File: src/rtl/if_fetch_if.sv
// ============================================================================
// Module   : if_fetch_if
// Brief    : Instruction-fetch bus bundle (ROM request side, decode side, control).
//            Branch-redirect signals exist only when IF_BRANCH_EN is defined.
// Revision : 1.0 - initial release
// ============================================================================
`default_nettype none

interface if_fetch_if;
    logic        stall_i;
`ifdef IF_BRANCH_EN
    logic        branch_en_i;
    logic [15:0] branch_addr_i;
`endif
    logic        rom_ce_o;
    logic [15:0] rom_addr_o;
    logic [15:0] rom_data_i;
    logic        rom_ready_i;
    logic [15:0] id_pc_o;
    logic [15:0] id_inst_o;
    logic        id_valid_o;

    // Fetch-unit view
    modport master (
        input  stall_i,
`ifdef IF_BRANCH_EN
        input  branch_en_i,
        input  branch_addr_i,
`endif
        output rom_ce_o,
        output rom_addr_o,
        input  rom_data_i,
        input  rom_ready_i,
        output id_pc_o,
        output id_inst_o,
        output id_valid_o
    );

    // Environment view (memory + decode + control)
    modport slave (
        output stall_i,
`ifdef IF_BRANCH_EN
        output branch_en_i,
        output branch_addr_i,
`endif
        input  rom_ce_o,
        input  rom_addr_o,
        output rom_data_i,
        output rom_ready_i,
        input  id_pc_o,
        input  id_inst_o,
        input  id_valid_o
    );
endinterface

`default_nettype wire

File: src/rtl/if_fetch.sv
// ============================================================================
// Module   : if_fetch
// Brief    : Single-issue instruction fetch with one-entry skid buffer for
//            decode stalls. Optional redirect enabled by macro IF_BRANCH_EN.
// Revision : 1.0 - initial release
// ============================================================================
`default_nettype none

module if_fetch (
    input  wire logic  clk,
    input  wire logic  rst,
    if_fetch_if.master bus
);

    typedef enum logic [1:0] {
        S_IDLE = 2'd0,
        S_REQ  = 2'd1,
        S_HOLD = 2'd2
    } state_t;

    state_t      r_state,    w_state;
    logic [15:0] r_pc,       w_pc;
    logic [15:0] r_buf_pc,   w_buf_pc;
    logic [15:0] r_buf_inst, w_buf_inst;
    logic [15:0] r_id_pc,    w_id_pc;
    logic [15:0] r_id_inst,  w_id_inst;
    logic        r_id_valid, w_id_valid;

    always_ff @(posedge clk or posedge rst) begin
        if (rst) begin
            r_state    <= S_IDLE;
            r_pc       <= 16'h0000;
            r_buf_pc   <= 16'h0000;
            r_buf_inst <= 16'h0000;
            r_id_pc    <= 16'h0000;
            r_id_inst  <= 16'h0000;
            r_id_valid <= 1'b0;
        end else begin
            r_state    <= w_state;
            r_pc       <= w_pc;
            r_buf_pc   <= w_buf_pc;
            r_buf_inst <= w_buf_inst;
            r_id_pc    <= w_id_pc;
            r_id_inst  <= w_id_inst;
            r_id_valid <= w_id_valid;
        end
    end

    always_comb begin
        w_state    = r_state;
        w_pc       = r_pc;
        w_buf_pc   = r_buf_pc;
        w_buf_inst = r_buf_inst;
        w_id_pc    = r_id_pc;
        w_id_inst  = r_id_inst;
        w_id_valid = r_id_valid;

        case (r_state)
            S_IDLE: w_state = S_REQ;
            S_REQ: begin
                if (bus.rom_ready_i) begin
                    // pc advances on every accepted word; a stalled word parks in the skid buffer
                    w_pc = r_pc + 16'h0001;
                    if (bus.stall_i) begin
                        w_buf_pc   = r_pc;
                        w_buf_inst = bus.rom_data_i;
                        w_state    = S_HOLD;
                    end else begin
                        w_id_pc    = r_pc;
                        w_id_inst  = bus.rom_data_i;
                        w_id_valid = 1'b1;
                    end
                end else if (!bus.stall_i) begin
                    w_id_inst  = 16'h0000;
                    w_id_valid = 1'b0;
                end
            end
            S_HOLD: begin
                if (!bus.stall_i) begin
                    w_id_pc    = r_buf_pc;
                    w_id_inst  = r_buf_inst;
                    w_id_valid = 1'b1;
                    w_state    = S_REQ;
                end
            end
            default: w_state = S_IDLE;
        endcase

`ifdef IF_BRANCH_EN
        // Redirect overrides stall and memory readiness
        if (bus.branch_en_i) begin
            w_pc       = bus.branch_addr_i;
            w_id_inst  = 16'h0000;
            w_id_valid = 1'b0;
            w_buf_pc   = 16'h0000;
            w_buf_inst = 16'h0000;
            w_state    = S_REQ;
        end
`endif
    end

    assign bus.rom_ce_o   = (r_state == S_REQ);
    assign bus.rom_addr_o = r_pc;
    assign bus.id_pc_o    = r_id_pc;
    assign bus.id_inst_o  = r_id_inst;
    assign bus.id_valid_o = r_id_valid;

endmodule

`default_nettype wire
File: src/flat_wrapper.sv
// flat-port wrapper written by rule: the top's interface ports become plain ports
module if_fetch_flat 
  (clk, rst, bus_stall_i, bus_rom_ce_o, bus_rom_addr_o, bus_rom_data_i, bus_rom_ready_i, bus_id_pc_o, bus_id_inst_o, bus_id_valid_o);
  if_fetch_if bus_i ();
  input  wire logic clk;
  input  wire logic rst;
  input wire logic [$bits(bus_i.stall_i)-1:0] bus_stall_i;
  output wire logic [$bits(bus_i.rom_ce_o)-1:0] bus_rom_ce_o;
  output wire logic [$bits(bus_i.rom_addr_o)-1:0] bus_rom_addr_o;
  input wire logic [$bits(bus_i.rom_data_i)-1:0] bus_rom_data_i;
  input wire logic [$bits(bus_i.rom_ready_i)-1:0] bus_rom_ready_i;
  output wire logic [$bits(bus_i.id_pc_o)-1:0] bus_id_pc_o;
  output wire logic [$bits(bus_i.id_inst_o)-1:0] bus_id_inst_o;
  output wire logic [$bits(bus_i.id_valid_o)-1:0] bus_id_valid_o;
  assign bus_i.stall_i = bus_stall_i;
  assign bus_rom_ce_o = bus_i.rom_ce_o;
  assign bus_rom_addr_o = bus_i.rom_addr_o;
  assign bus_i.rom_data_i = bus_rom_data_i;
  assign bus_i.rom_ready_i = bus_rom_ready_i;
  assign bus_id_pc_o = bus_i.id_pc_o;
  assign bus_id_inst_o = bus_i.id_inst_o;
  assign bus_id_valid_o = bus_i.id_valid_o;
  if_fetch u_core (.clk(clk), .rst(rst), .bus(bus_i));
endmodule
File: config.mk
export PLATFORM = sky130hd
export DESIGN_NAME = if_fetch_flat
export DESIGN_NICKNAME = d
export VERILOG_FILES = /design/src/rtl/if_fetch_if.sv /design/src/rtl/if_fetch.sv /design/src/flat_wrapper.sv
export SDC_FILE = /design/constraint.sdc
export NUM_CORES = 1
export LEC_CHECK = 0
export ABC_AREA = 1
export BUFFER_PORTS_ARGS = -buffer_cell sky130_fd_sc_hd__buf_2
export CAP_MARGIN = 25
export CELL_PAD_IN_SITES_DETAIL_PLACEMENT = 0
export CELL_PAD_IN_SITES_GLOBAL_PLACEMENT = 2
export CORE_MARGIN = 4
export CORE_UTILIZATION = 33
export DETAILED_ROUTE_END_ITERATION = 12
export PLACE_DENSITY_LB_ADDON = 0.1
export SLEW_MARGIN = 10
export SYNTH_ARGS = -nofsm -noshare
export SYNTH_HDL_FRONTEND = slang
export SYNTH_SLANG_ARGS = --single-unit
File: constraint.sdc
create_clock -name clk -period 3.02 [get_ports clk]
set_input_delay 0.604 -clock clk [delete_from_list [all_inputs] [get_ports clk]]
set_output_delay 0.604 -clock clk [all_outputs]
set_load 0.02 [all_outputs]
==> impl_metrics.tcl <==
set metrics [dict create \
    syn_area_um2 3760 \
    dp_slack_ns 0.568 \
    irDropWorstVdd_mv 0.448 \
    core.rowCount 38 \
    synth_seq_area_share 0.553 \
    hpwl_um 6110 \
    synthSimpleGateAreaFrac 0.177 \
    cts_resized 0 \
    fin_nets 529 \
    hold_viol 0 \
    cp.arrival_ns 2.56 \
    io_buffers 69 \
    yosysWarnings 0 \
    slowest_stage "ha_1" \
    antenna_left 0 \
    whs_ns 0.389 \
    fin_ws_ns 0.666 \
    vias 2963 \
    drv_slew 0 \
    overflow 0 \
    rsz0062_at_grt "no" \
    ys_types 22 \
    n_antenna_cell 0 \
    start_util 0.342 \
    drc 0 \
    skew_ns 0.00421 \
    p_per_area_nw_per_um2 1010 \
    syn2layout_area_growth_pct 19.9 \
    synthAdderAreaFrac 0.0166 \
    final_cell_mix "nand2_1, dfrtp_1, buf_2, o21ai_0, inv_1" \
    hold_class "input pin to asynchronous set/reset pin" \
    h-tree-depth 3 \
    setup.worst_path.end_class "flop" \
    max_stage_delay_ns 0.58 \
    drt_wl_total_um 9110 \
    synth_nets 461 \
    crit_type "flop to flop" \
    numCtsBuffers 9 \
    final_common_cell "nand2_1" \
    cts_tree "done" \
    clkTransAtPathRegs_ns 0.06 \
    synth-xor-area-share 0.0233 \
    cp_max_fo 18 \
    fmax_ghz 0.425 \
    cts-root-buf "clkbuf_16" \
    fill_cells 1170 \
    required_ns 3.22 \
    synth_area_per_cell_um2 8.62 \
    finalCritPeriodShare 0.779 \
    grt_start_max_net_pins 45 \
    wire_per_inst_um 14.0 \
    ys_ff_latch 83 \
    synth_top_family_by_area "simple AND/OR/NAND/NOR gates" \
    die_w_um 115 \
    tightestPinTransition_ns 0.774 \
    via_per_inst 4.57 \
    multi_input_area_um2 1350 \
    synth_mux_area_frac 0.0240 \
    max_cap_violations 0 \
    worstSkewPairLatency_ns 0.33 \
    synth_compound_area_frac 0.118 \
    p_total_w 0.00456 \
    max-slew-margin-rel 0.484 \
    dieHeight_um 115 \
    postCtsHoldBufs 0 \
    clockBufferDepth 2 \
    setup-tns-final_ns 0 \
    grt_pass1_wl_um 15900 \
    syn_inst 436 \
    core_area_um2 11000 \
    firstDrtPassIters 4 \
    seq_area_um2 2080 \
    grt_pass1_vias 3062 \
    p_leak_nw 2.31 \
    cts.sink_count 83 \
    crit_buf_inv 2 \
    io_pins 70 \
    antenna_found_initial 0 \
    crit_family "simple AND/OR/NAND/NOR gates" \
    dieArea_um2 13200 \
    crit_path_start_kind "flop" \
    path_cells "inv_1 -> ha_1 -> inv_2 -> nand2_1 -> o21ai_0 -> nand2_1 -> o21ai_0" \
    cts_setup_buffers 0 \
    finalCriticalPeriod_ns 2.35 \
    routabilityCongestion 0.732 \
    finalSetupViolations 0 \
    drtIter0Drc 198 \
    fin_util 0.410 \
    status "complete, no violations" \
    drive_gt1_frac 0.200 \
    grt.total_usage 0.154 \
]
==> registers in the layout, summed over array words and instances, names as in the netlist <==
name,cells
u_core.bus.id_inst_o,16
u_core.bus.id_valid_o,1
u_core.r_buf_inst,16
u_core.bus.id_pc_o,16
u_core.bus.rom_addr_o,16
u_core.r_state,2
u_core.r_buf_pc,16
==> cell families after synthesis <==
logic type      after synthesis
compound gates               84
fa+ha+maj                     5
xor+xnor                     10
flops                        83
buf+inv                      78
mux                           6
simple gates                170
==> final cells by class <==
type	instances	area share
sequential	83	0.461
clock inverter	2	0.00222
timing repair buffer	75	0.0894
tap	140	0.0389
multi-input combinational	275	0.300
inverter	60	0.0503
clock buffer	14	0.0586
==> cells in the mapped netlist, drive strengths merged <==
library cell | count | area, µm²
a21oi | 4 | 23.8
a31oi | 16 | 100
buf | 10 | 76.3
clkbuf | 8 | 30.0
dfrtp | 83 | 2080
ha | 5 | 62.6
inv | 60 | 225
mux2 | 6 | 90.1
nand2 | 126 | 478
nand3 | 8 | 40.0
nand4 | 2 | 12.5
nor2 | 32 | 125
nor3 | 2 | 10.0
o21ai | 64 | 320
xor2 | 10 | 87.6
==> stage by stage <==
step | cells | cell area [µm²]
6_report | 649 | 4510
5_1_grt | 649 | 4510
4_1_cts | 649 | 4510
3_5_place_dp | 633 | 4230
3_3_place_gp | 633 | 4230
2_1_floorplan | 436 | 3760
==> report_power, final <==
part	internal (W)	switching, W	leakage (nW)
clock network	0.000601	0.000429	0.137
logic	0.000584	0.00116	1.15
registers	0.00152	0.000256	1.03
==> routing by layer <==
| layer | routed length [µm] | part of all wire | up-vias | track usage |
|---|---|---|---|---|
| li1 | - | - | 1512 | - |
| met2 | 3760 | 0.41 | 56 | 0.220 |
| met4 | 180 | 0.020 | 0 | 0.0665 |
| met1 | 4720 | 0.52 | 1385 | 0.226 |
| met3 | 444 | 0.049 | 10 | 0.0312 |
| met5 | 0 | 0 | - | 0 |
==> worst register-to-register path, delay by kind of cell (launching register included) <==
family / cells / cell delay (ns)
simple gates: 2 / 0.59
fa+ha+maj: 1 / 0.58
buf+inv: 2 / 0.44
flops: 1 / 0.40
compound gates: 2 / 0.23
==> path summary, 6_finish.rpt <==
kind                                startpoint                  endpoint  slack [ns]  depth (start not counted)
hold / removal                             rst      u_core.r_buf_inst[3]        0.39                          2
setup / recovery             u_core.r_state[0]  u_core.bus.id_inst_o[14]        0.67                          7
max in group asynchronous                  rst        u_core.r_buf_pc[3]        1.94                          3
min in group clk           u_core.r_buf_pc[11]       u_core.r_buf_pc[11]        0.49                          2
setup reg to reg             u_core.r_state[0]  u_core.bus.id_inst_o[14]        0.67                          7
hold reg to reg            u_core.r_buf_pc[11]       u_core.r_buf_pc[11]        0.49                          2
(Power assumes the default switching activity.)
